$ cat src/rtl/pulpemu_clk_rst_seq.sv
// Power-up/recovery sequencer: filters clock-manager lock, gates the BUFGCE enables and
// releases ref+per, soc and cluster resets in order; re-runs the sequence on lock loss or button press.
`default_nettype none

module pulpemu_clk_rst_seq #(
    parameter int LOCK_FILTER = 1024,
    parameter int CLK2RST     = 16,
    parameter int STAGGER     = 8,
    parameter int DEBOUNCE    = 16,
    parameter int HOLD        = 32
) (
    input  logic       clk_i,
    input  logic       rstn_i,
    input  logic       locked_i,
    input  logic       button_i,
    output logic       per_clk_en_o,
    output logic       soc_clk_en_o,
    output logic       cluster_clk_en_o,
    output logic       ref_rstn_o,
    output logic       soc_rstn_o,
    output logic       cluster_rstn_o,
    output logic       ready_o,
    output logic [2:0] state_o,
    output logic [7:0] fault_cnt_o
);

    typedef enum logic [2:0] {
        WAIT_LOCK = 3'd0,
        CLK_ON    = 3'd1,
        REL_PER   = 3'd2,
        REL_SOC   = 3'd3,
        REL_CL    = 3'd4,
        RUN       = 3'd5,
        FAULT     = 3'd6
    } state_t;

    state_t      state, state_nxt;
    logic [15:0] cnt, cnt_nxt;
    logic [4:0]  deb_cnt;
    logic        lock_meta, lock_s;
    logic        btn_meta, btn_s;
    logic        btn_held;
    logic        fault;

    always_ff @(posedge clk_i or negedge rstn_i) begin
        if (!rstn_i) begin
            lock_meta <= 1'b0;
            lock_s    <= 1'b0;
            btn_meta  <= 1'b0;
            btn_s     <= 1'b0;
        end else begin
            lock_meta <= locked_i;
            lock_s    <= lock_meta;
            btn_meta  <= button_i;
            btn_s     <= btn_meta;
        end
    end

    // Debounce counter saturates once a press has been recognised.
    always_ff @(posedge clk_i or negedge rstn_i) begin
        if (!rstn_i) begin
            deb_cnt <= 5'd0;
        end else if (!btn_s) begin
            deb_cnt <= 5'd0;
        end else if (deb_cnt != 5'(DEBOUNCE)) begin
            deb_cnt <= deb_cnt + 5'd1;
        end
    end

    assign btn_held = (deb_cnt == 5'(DEBOUNCE));
    assign fault    = (state >= CLK_ON) && (state <= RUN) && (!lock_s || btn_held);

    always_comb begin
        state_nxt = state;
        cnt_nxt   = cnt + 16'd1;
        case (state)
            WAIT_LOCK: begin
                // A still-held button blocks the lock filter from progressing.
                if (!lock_s || btn_s) begin
                    cnt_nxt = 16'd0;
                end else if (cnt == 16'(LOCK_FILTER - 1)) begin
                    state_nxt = CLK_ON;
                end
            end
            CLK_ON:  if (cnt == 16'(CLK2RST - 1)) state_nxt = REL_PER;
            REL_PER: if (cnt == 16'(STAGGER - 1)) state_nxt = REL_SOC;
            REL_SOC: if (cnt == 16'(STAGGER - 1)) state_nxt = REL_CL;
            REL_CL:  if (cnt == 16'(STAGGER - 1)) state_nxt = RUN;
            RUN:     cnt_nxt = 16'd0;
            FAULT:   if (cnt == 16'(HOLD - 1)) state_nxt = WAIT_LOCK;
            default: state_nxt = WAIT_LOCK;
        endcase
        if (fault) begin
            state_nxt = FAULT;
        end
        if (state_nxt != state) begin
            cnt_nxt = 16'd0;
        end
    end

    // Outputs decode the next state so they move on the same edge as state_o.
    always_ff @(posedge clk_i or negedge rstn_i) begin
        if (!rstn_i) begin
            state            <= WAIT_LOCK;
            cnt              <= 16'd0;
            per_clk_en_o     <= 1'b0;
            soc_clk_en_o     <= 1'b0;
            cluster_clk_en_o <= 1'b0;
            ref_rstn_o       <= 1'b0;
            soc_rstn_o       <= 1'b0;
            cluster_rstn_o   <= 1'b0;
            ready_o          <= 1'b0;
            fault_cnt_o      <= 8'd0;
        end else begin
            state            <= state_nxt;
            cnt              <= cnt_nxt;
            per_clk_en_o     <= (state_nxt >= CLK_ON) && (state_nxt <= FAULT);
            soc_clk_en_o     <= (state_nxt >= CLK_ON) && (state_nxt <= FAULT);
            cluster_clk_en_o <= (state_nxt >= CLK_ON) && (state_nxt <= FAULT);
            ref_rstn_o       <= (state_nxt >= REL_PER) && (state_nxt <= RUN);
            soc_rstn_o       <= (state_nxt >= REL_SOC) && (state_nxt <= RUN);
            cluster_rstn_o   <= (state_nxt >= REL_CL) && (state_nxt <= RUN);
            ready_o          <= (state_nxt == RUN);
            if (fault && (fault_cnt_o != 8'hFF)) begin
                fault_cnt_o <= fault_cnt_o + 8'd1;
            end
        end
    end

    assign state_o = state;

endmodule

`default_nettype wire

$ cat config.mk
export PLATFORM = sky130hd
export DESIGN_NAME = pulpemu_clk_rst_seq
export DESIGN_NICKNAME = d
export VERILOG_FILES = /design/src/rtl/pulpemu_clk_rst_seq.sv
export SDC_FILE = /design/constraint.sdc
export NUM_CORES = 1
export LEC_CHECK = 0
export CAP_MARGIN = 5
export CORE_MARGIN = 1
export CORE_UTILIZATION = 30
export DETAILED_ROUTE_END_ITERATION = 7
export HOLD_SLACK_MARGIN = 0.1
export PLACE_DENSITY = 0.47
export RECOVER_POWER = 25
export SETUP_SLACK_MARGIN = 0.1
export SYNTH_ARGS = -nofsm -noshare
export SYNTH_HDL_FRONTEND = slang
export SYNTH_SLANG_ARGS = --single-unit
export TNS_END_PERCENT = 100
$ cat constraint.sdc
create_clock -name clk_i -period 3.15 [get_ports clk_i]
set_clock_uncertainty 0.2 [all_clocks]
set_input_delay 0.63 -clock clk_i [delete_from_list [all_inputs] [get_ports clk_i]]
set_output_delay 0.63 -clock clk_i [all_outputs]
set_load 0.02 [all_outputs]
==> metrics.yaml, run 1 <==
synth_top_family_by_area: "simple AND/OR/NAND/NOR gates"
synthAdderAreaFrac: 0.0232
reg2regPathDepth: 6
post-route-period-util: 0.837
yosys.cell_types.count: 49
nFillCells: 700
dr_wl_met3_um: 170
grt_max_degree: 42
cts_resized: 0
violations: "max-capacitance violations, max-slew violations"
routed-wl-met2_mm: 1.80
via_per_inst: 4.73
grt-ovfl-total: 0
cts_sinks: 41
drtIter0Drc: 113
hold_viol_final: 0
hold_ws_ps: 154
clk_pin_slew_ps: 90
setup_viol: 0
required_ps: 3110
synth_cells: 205
worstSetupPathType: "flop to flop"
slew_viol_final: 42
r2r_slack_ps: 510
critPathCapture: "cnt[5]"
fp.dieW_um: 86.8
synth_xor_area_frac: 0.102
post_cts_buffers: 0
postRouteWirelength_mm: 4.19
setup_ws_ps: 514
final_nets: 233
met1_length_mm: 2.16
grt_util_all_layers: 0.125
ys_seq_elements: 41
hpwl_mm: 2.88
ys.flop_type: "dfrtp_1"
synth_edf_count: 0
worstMarginPinSlew_ps: 2200
drv_cap: 1
postSynth.asyncResetShare: 1.00
synthMuxAreaShare: 0.00522
min_period_ps: 2640
gp_congestion: 0.797
end_kind: "flop"
power.leakage_nw: 1.08
grt_pass1_wl_mm: 7.31
regToRegStartpoint: "cnt[5]"
fp.coreArea_sq_um: 6870
routed-via-count: 1524
die_area_sq_um: 7530
avgSynthCellArea_sq_um: 10.5
start_util: 0.314
setup.worst_path.start_class: "flop"
io-pin-count: 22
ys_seq_area_frac: 0.476
clk_latency_ps: 300
regToRegEndpoint: "cnt[5]"
netlist_area_sq_um: 2160
antenna_found_initial: 0
drive_gt1_frac: 0.150
n_antenna_cell: 0
rsz0062_at_grt: "false"
path_max_fanout: 16
worstPathArrival_ps: 2600
rows: 30
yosys_warnings: 0
dp_slack_ps: 516
drtAntennaViolNets: 0
die_h_um: 86.8
worstHoldPathType: "flop to flop"
grt_pass1_vias: 1488
clk_path_buf_depth: 2
syn-num-nets: 213
p_per_area_nw_per_um2: 376
wl_per_cell_um: 13.0
area_growth_pct: 17.7
cts_buffers: 5
drc_errors: 0
synth-simple-area-share: 0.240
cts.root.buffer_cell: "clkbuf_8"
drt_pass1_iterations: 4
max_freq_ghz: 0.379
relSlewSlack: -0.464
critPathLaunch: "cnt[5]"
highest_layer: "met4"
fin_setup_tns_ps: 0
synth_compound_area_frac: 0.111
h-tree-depth: 2
ctsHoldBuffers: 0
peakVddDrop_mv: 0.152
status: "complete, but fails checks"
tritoncts: "built"
io_buffers: 21
## report_power, final
part,internal (W),switching (W),total (W)
registers,0.000533,0.00000608,0.000539
clock network,0.000167,0.000213,0.000380
logic,0.0000114,0.0000234,0.0000348
total,0.000711,0.000242,0.000954
## metrics by stage
step            util  area, sq um  total power (W)  instances
2_1_floorplan      -         2160         0.000568        205
3_3_place_gp   0.356         2440         0.000587        314
3_5_place_dp   0.356         2440         0.000587        314
4_1_cts        0.370         2540         0.000971        322
5_1_grt        0.370         2540         0.000997        322
6_report       0.370         2540         0.000954        322
## flip-flops by register name (all words and copies together) (netlist names), 3 cells and up
name / cells
cnt: 16
deb_cnt: 5
fault_cnt_o: 8
state_o: 3
## final cells by class
class                           count  area [sq um]  share of cell area
Multi-Input combinational cell    144          1040               0.409
Clock inverter                      3          28.8              0.0113
Timing Repair Buffer               23           219              0.0862
Tap cell                           96           120              0.0473
Sequential cell                    41          1030               0.404
Inverter                           10          37.5              0.0148
Clock buffer                        5          68.8              0.0271
## worst min-delay path by stage
stage	startpoint	end	slack (ps)	cells past startpoint
CTS	btn_meta	btn_s	160	0
detailed placement	btn_meta	btn_s	140	0
floorplan	rstn_i	btn_meta	130	0
global route	btn_meta	btn_s	170	0
finish	btn_meta	btn_s	150	0
global placement	btn_meta	btn_s	130	0
## synthesized netlist by cell type (2+ instances only)
library cell	count	area share
nor3_1	5	0.012
xor2_1	10	0.041
or2_2	3	0.0087
buf_4	2	0.0070
nand4_1	10	0.029
buf_2	2	0.0046
nand3_1	10	0.023
nand2b_1	2	0.0058
nor2b_1	2	0.0058
nor2_2	10	0.029
o21ai_0	4	0.0093
nor2_1	18	0.031
and2_1	4	0.012
dfrtp_1	41	0.48
clkbuf_1	5	0.0087
o41ai_1	2	0.0081
inv_1	10	0.017
a21oi_1	2	0.0046
xnor2_1	15	0.061
nand2_1	8	0.014
a31oi_1	3	0.0087
and3_1	6	0.017
ha_1	4	0.023
nand3b_1	2	0.0070
## cell families after synthesis
family	after synthesis
and+or+nand+nor	88
DFF	41
AOI/OAI and AO/OA	26
xor gates and xnor gates	25
buffers and inverters	20
adders and majority gates	4
muxes	1
## layout by cell type, fill, tap and decap left out, types with 2 or more instances in the layout
cell type | Yosys | final
nor2_2 | 10 | 10
xnor2_1 | 15 | 15
and3_1 | 6 | 6
or2_2 | 3 | 3
o41ai_1 | 2 | 2
nand2b_1 | 2 | 2
buf_4 | 2 | 2
dfrtp_1 | 41 | 41
nand2_1 | 8 | 8
and2_1 | 4 | 2
nor2_1 | 18 | 18
o21ai_0 | 4 | 4
inv_6 | 0 | 2
a21oi_1 | 2 | 2
clkdlybuf4s50_1 | 0 | 18
nor2b_1 | 2 | 2
dlygate4sd3_1 | 0 | 2
ha_1 | 4 | 4
nor3_1 | 5 | 5
nand3_1 | 10 | 10
inv_1 | 10 | 10
clkbuf_8 | 0 | 5
a31oi_1 | 3 | 3
nand3b_1 | 2 | 2
and2_0 | 0 | 2
nand4_1 | 10 | 10
xor2_1 | 10 | 10
## metal layers
layer,GRT usage,up-vias
met2,0.180,36
li1,-,757
met3,0.0257,5
met5,0,-
met4,0.0455,0
met1,0.185,726
## worst max-delay path, cell delays in order, from the launching register on
cell,delay (ps)
dfrtp_1,440
nor3_1,410
nand4_4,220
o41ai_2,390
o22ai_1,160
o2111ai_4,560
nor2_1,110
Power figures use the tool's default switching activity.
==> run 2: changes to the inputs <==
Clock period 3.15 ns to 2.68 ns, I/O delays scaled along.
==> run 2 against run 1 <==
The run now ends clean; cell area is 1.8% higher; sequential share of layout area fell by 0.70 points; critical path depth unchanged; via count barely moved; first-iteration DRC count shrank 32%; wire length rose by 0.69%; sequential cell count stayed put; global-route usage fell by 0.076 points; largest cell class unchanged; largest power group unchanged.
==> metrics.yaml, run 2 (synthesis results as in run 1) <==
routed-wl-met2_mm: 1.93  # +7.0%
top_regs: "cnt (16), fault_cnt_o (8), deb_cnt (5)"
drt_pass1_iterations: 4  # unchanged
worstMarginPinSlew_ps: 780  # -1420 ps
grt_util_all_layers: 0.125  # -0.000763
cts_sinks: 41  # unchanged
largest_reg_flops: 16  # unchanged
min_period_ps: 2450  # -186 ps
status: "finished, final reports clean"
worstHoldPathType: "flop to flop"
critPathMaxStageDelay_ps: 500  # -60 ps
worstPathArrival_ps: 2410  # -190 ps
h-tree-depth: 2  # unchanged
start_util: 0.314  # unchanged
final_common_cell: "dfrtp_1"
final_cells: 327  # +1.6%
gp_congestion: 0.818  # +2.7%
peakVddDrop_mv: 0.160  # +5.1%
tritoncts: "built"
grt_pass1_vias: 1496  # +0.54%
relSlewSlack: 0.480  # +0.944
grt-ovfl-total: 0  # unchanged
crit_path_cell_trace: "nor4_4 > nand4_4 > nor2_1 > nor3_1 > or3_2 > nand3b_1"
end_kind: "flop"
drive_gt1_frac: 0.156  # +0.00540
area_growth_pct: 19.8
drtAntennaViolNets: 0  # unchanged
via_per_inst: 4.66  # -1.5%
post-route-period-util: 0.914  # +0.0774
hpwl_mm: 3.06  # +6.3%
slew_viol_final: 0  # -100%
p_per_area_nw_per_um2: 424  # +13%
io-pin-count: 22  # unchanged
drc_errors: 0  # unchanged
met1_length_mm: 2.10  # -2.8%
top_register: "cnt"
io_buffers: 21  # unchanged
wl_per_cell_um: 12.9  # -0.85%
final_nets: 239  # +2.6%
layout_common_cells: "dfrtp_1 (41), nor2_1 (18), clkdlybuf4s50_1 (18), xnor2_1 (15)"
cts.root.buffer_cell: "clkbuf_8"
highest_layer: "met4"
die_h_um: 86.8  # unchanged
die_area_sq_um: 7530  # unchanged
clk_path_buf_depth: 2  # unchanged
worstSetupPathType: "flop to flop"
antenna_found_initial: 0  # unchanged
clk_pin_slew_ps: 80  # about the same
rows: 30  # unchanged
routed-via-count: 1525  # +0.066%
dr_wl_met3_um: 114  # -33%
clk_latency_ps: 290  # about the same
cts_buffers: 5  # unchanged
crit_slowest_cell: "or3_2"
nFillCells: 688  # -1.7%
grt_max_degree: 17  # -60%
fp.dieW_um: 86.8  # unchanged
required_ps: 2640  # -470 ps
postRouteWirelength_mm: 4.22  # +0.69%
rsz0062_at_grt: "false"
hold_ws_ps: 150  # -3.88 ps
hold_viol_final: 0  # unchanged
drv_cap: 0  # -1
setup.worst_path.start_class: "flop"
n_antenna_cell: 0  # unchanged
power.leakage_nw: 1.10  # +2.3%
place_inst: 319  # +1.6%
fin_setup_tns_ps: 0  # unchanged
fp.coreArea_sq_um: 6870  # unchanged
post_cts_buffers: 0  # unchanged
max_freq_ghz: 0.408  # +7.6%
drtIter0Drc: 77  # -32%
setup_viol: 0  # unchanged
grt_pass1_wl_mm: 7.27  # -0.57%
path_max_fanout: 7  # -9
run 2: cell types whose count changed in the layout (fill, tap and decap cells not counted), sizes merged:
| cell | delta |
|---|---|
| buf | +4 |
| clkbuf | +3 |
| dlygate4sd3 | +1 |
| inv | -3 |
run 2: routing by layer:
layer | global-route usage | vias to the layer above
met5 | 0 | -
met4 | 0.0500 | 0
met3 | 0.0257 | 6
met2 | 0.194 | 25
met1 | 0.169 | 726
li1 | - | 768
run 2: metrics by stage:
stage	util	total power (W)	setup slack [ps]	area, sq um
after floorplan	-	0.000668	418	2160
after global placement	0.363	0.000695	215	2490
after detailed placement	0.363	0.000696	239	2490
after CTS	0.377	0.00112	222	2590
after global routing	0.376	0.00114	103	2580
final	0.376	0.00109	230	2580
run 2: where the power goes:
part           switching, W  internal (W)  leakage, nW
clock              0.000209      0.000205       0.0443
sequential       0.00000715      0.000626        0.560
combinational     0.0000292     0.0000185        0.497
total              0.000245      0.000849         1.10
run 2: path summary, 6_finish.rpt:
| check | from | to | slack (ps) | cells past startpoint |
|---|---|---|---|---|
| max | cnt[11] | cluster_clk_en_o | 230 | 6 |
| min | lock_meta | lock_s | 150 | 0 |
| max reg2reg | cnt[11] | cluster_clk_en_o | 230 | 6 |
| min reg2reg | lock_meta | lock_s | 150 | 0 |
| max in group asynchronous | rstn_i | cnt[15] | 540 | 3 |
| min in group asynchronous | rstn_i | fault_cnt_o[4] | 600 | 2 |
run 2: final cells by class:
cell class | count | area [sq um] | area share
Clock buffer | 7 | 86.3 | 0.0334
Inverter | 10 | 37.5 | 0.0145
Timing Repair Buffer | 29 | 275 | 0.107
Multi-Input combinational cell | 144 | 1040 | 0.402
Sequential cell | 41 | 1030 | 0.397
Tap cell | 96 | 120 | 0.0465
run 2: critical path, delay by kind of cell (launching register included):
family | cells | cell delay [ps]
and+or+nand+nor | 6 | 1670
DFF | 1 | 460
run 2: repair_timing:
item / in CTS / in global routing
endpoints found under the setup margin: 0 / 0
hold buffers: 1 / 0
resized for setup: 0 / 0
hold endpoints to repair: 11 / 0
==> variant (settings of run 1) <==
Add an input register stage for `button_i`, cleared by the reset; this delays it by one clock. The other inputs are not delayed to match.
--- a/src/rtl/pulpemu_clk_rst_seq.sv
+++ b/src/rtl/pulpemu_clk_rst_seq.sv
@@ -36,2 +36,12 @@
 
+    logic button_q;
+
+    always_ff @(posedge clk_i or negedge rstn_i) begin
+        if (!rstn_i) begin
+            button_q <= '0;
+        end else begin
+            button_q <= button_i;
+        end
+    end
+
     state_t      state, state_nxt;
@@ -53,3 +63,3 @@
             lock_s    <= lock_meta;
-            btn_meta  <= button_i;
+            btn_meta  <= button_q;
             btn_s     <= btn_meta;
Behaviour: no difference found for any inputs over 10 cycles, from zero or initial values and one cycle with rstn_i low; that may be too few to reach the edited logic, so the function may still have changed.
==> variant against run 1 <==
Total power grew 6.3%; area after synthesis decreased by 1.6%; wire length increased by 1.9%; fmax increased by 1.1%; via count is 0.26% lower; first-iteration DRC count shrank 17%; synthesized cell count decreased by 0.98%; clock power rose by 12%; non-clock buffer count down 1; cell area down 0.84%; sequential cell count is 1 higher; setup slack improved by 0.030 ns; critical path type unchanged; largest cell class is now flip-flops and latches.
==> variant: results (changes against run 1) <==
* Status: completed
* Clock buffer cells at 7 (+2)
* Hold Path Class: reg -> reg
* Vias/cell at 4.72 (-0.26%)
* R2R Path Start: cnt[0]
* Sequential area share after synthesis at 0.495 (+0.0196)
* Worst hold start: button_q
* FF/Latch Area at 1050 um2 (+2.4%)
* Commonest cells in the netlist: 42 x dfrtp_1, 22 x nand2_1, 21 x nor2_1, 14 x xnor2_1, 12 x nor3_1
* Cell count of the worst reg-to-reg path at 7 (+1)
* Reg2reg setup slack at 0.54 ns (+0.03 ns)
* WL met3 at 172 um (+1.2%)
* Worst-path fanout max at 9 (-7)
* Met2 Use GR at 0.184 (+0.00431)
* Critical path's top delay family: simple AND/OR/NAND/NOR gates
* Dpl cell area at 2410 um2 (-1.3%)
* Syn_nets at 211 (-0.94%)
* Mapped Cells at 203 (-0.98%)
* PwrDens at 403 nW/um2 (+7.2%)
* # clock sinks at 42 (+2.4%)
* Met1 Resource Use GR at 0.189 (+0.00361)
* Clock transition at path regs at 0.08 ns
* Peak supply drop at 144 uV (-5.2%)
* GP Congestion at 0.747 (-6.3%)
* Cell area after synthesis at 2120 um2 (-1.6%)
* Worst-margin pin slew at 0.937 ns (-1.26 ns)
* GR Layer Usage met3 at 0.0318 (+0.00605)
* Top post-synthesis cells by area: dfrtp_1 50%, xnor2_1 5.8%, xor2_1 4.1%, nand2_1 3.9%, nor2_1 3.7%
* Routed vias at 1520 (-0.26%)
* Diodes inserted at 0 (unchanged)
* Routed len/inst at 13.3 um (+1.9%)
* Pin count of the biggest net entering global routing at 43 (+2.4%)
* Clk cell area share at 0.0422 (+0.00380)
* Static Leak at 1.07 nW (-0.58%)
* Met2 wire length at 1830 um (+1.2%)
* Fill cell count at 714 (+2.0%)
* Slowest stage cell, crit path: nor4b_1
* Synth unique cells at 50 (+2.0%)
* Nets at 233 (unchanged)
* Slowest cell delay on critical path at 0.45 ns (-0.11 ns)
* DRT iter0 DRCs at 94 (-17%)
* CTS H-tree lvls at 2 (unchanged)
* Worst Hold End: btn_meta
* Clock Tree Buf Depth at 2 (unchanged)
* DP HPWL at 2960 um (+3.0%)
* Met1 wire length at 2210 um (+2.4%)
* Logic inverters at 4 (-6)
* Critical path arrival at 2.56 ns (-0.04 ns)
* Tot GR Track Use at 0.130 (+0.00426)
* Multi-Input Combinational at 150 (+4.2%)
* Fraction of area in multi-input gates at 0.402 (-0.00698)
* Layout cell share with drive strength beyond 1 at 0.0796 (-0.0708)
* Plain + repair buffers at 22 (-4.3%)
* First-pass GRT wire length at 7420 um (+1.6%)
* Data buffer area share at 0.0845 (-0.00176)
* Post-synth ARST share at 1.00 (unchanged)
==> variant: changes by cell type after synthesis, moves of 4 or more <==
cell | before | now
and4_1 | 0 | 5
clkbuf_1 | 5 | 1
inv_1 | 10 | 4
nand2_1 | 8 | 22
nand4_1 | 10 | 3
nor2_2 | 10 | 0
nor3_1 | 5 | 12
==> variant: worst max-delay path by stage <==
stage / start / end / slack, ns
after floorplan: cnt[0] / cnt[0] / 0.96
after global placement: cnt[0] / cnt[3] / 0.65
after detailed placement: cnt[0] / cnt[5] / 0.54
after CTS: cnt[0] / cnt[3] / 0.54
after global routing: cnt[0] / cnt[5] / 0.32
final: cnt[0] / cnt[5] / 0.54
==> variant: per-stage QoR <==
stage	power (W)	hold WS, ns
floorplan	0.000581	0.131
finish	0.00101	0.154
global placement	0.000600	0.132
global route	0.00106	0.169
CTS	0.00103	0.156
detailed placement	0.000600	0.136
==> variant: cell families (layout without fill, tap and decap cells) <==
kind of cell,after synthesis,count (layout),share of synthesized area
DFF,42,42,0.495
buffers and inverters,11,34,0.0277
AOI/OAI and AO/OA,22,22,0.0879
and+or+nand+nor,99,99,0.262
adders and majority gates,5,5,0.0283
xor gates and xnor gates,24,24,0.0991
==> variant: report_power, final <==
group / switching [W] / internal [W] / total [W]
clock network: 0.000189 / 0.000237 / 0.000427
logic: 0.0000212 / 0.0000124 / 0.0000336
registers: 0.00000736 / 0.000546 / 0.000553
total: 0.000218 / 0.000796 / 0.00101
==> variant: worst reg2reg max path, stage by stage (launching register included) <==
cell and delay, ns:
dfrtp_1 0.42, ha_1 0.25, nor4b_1 0.45, and4_1 0.32, nand4b_1 0.14, o211ai_2 0.38, buf_4 0.24, nor3_1 0.07
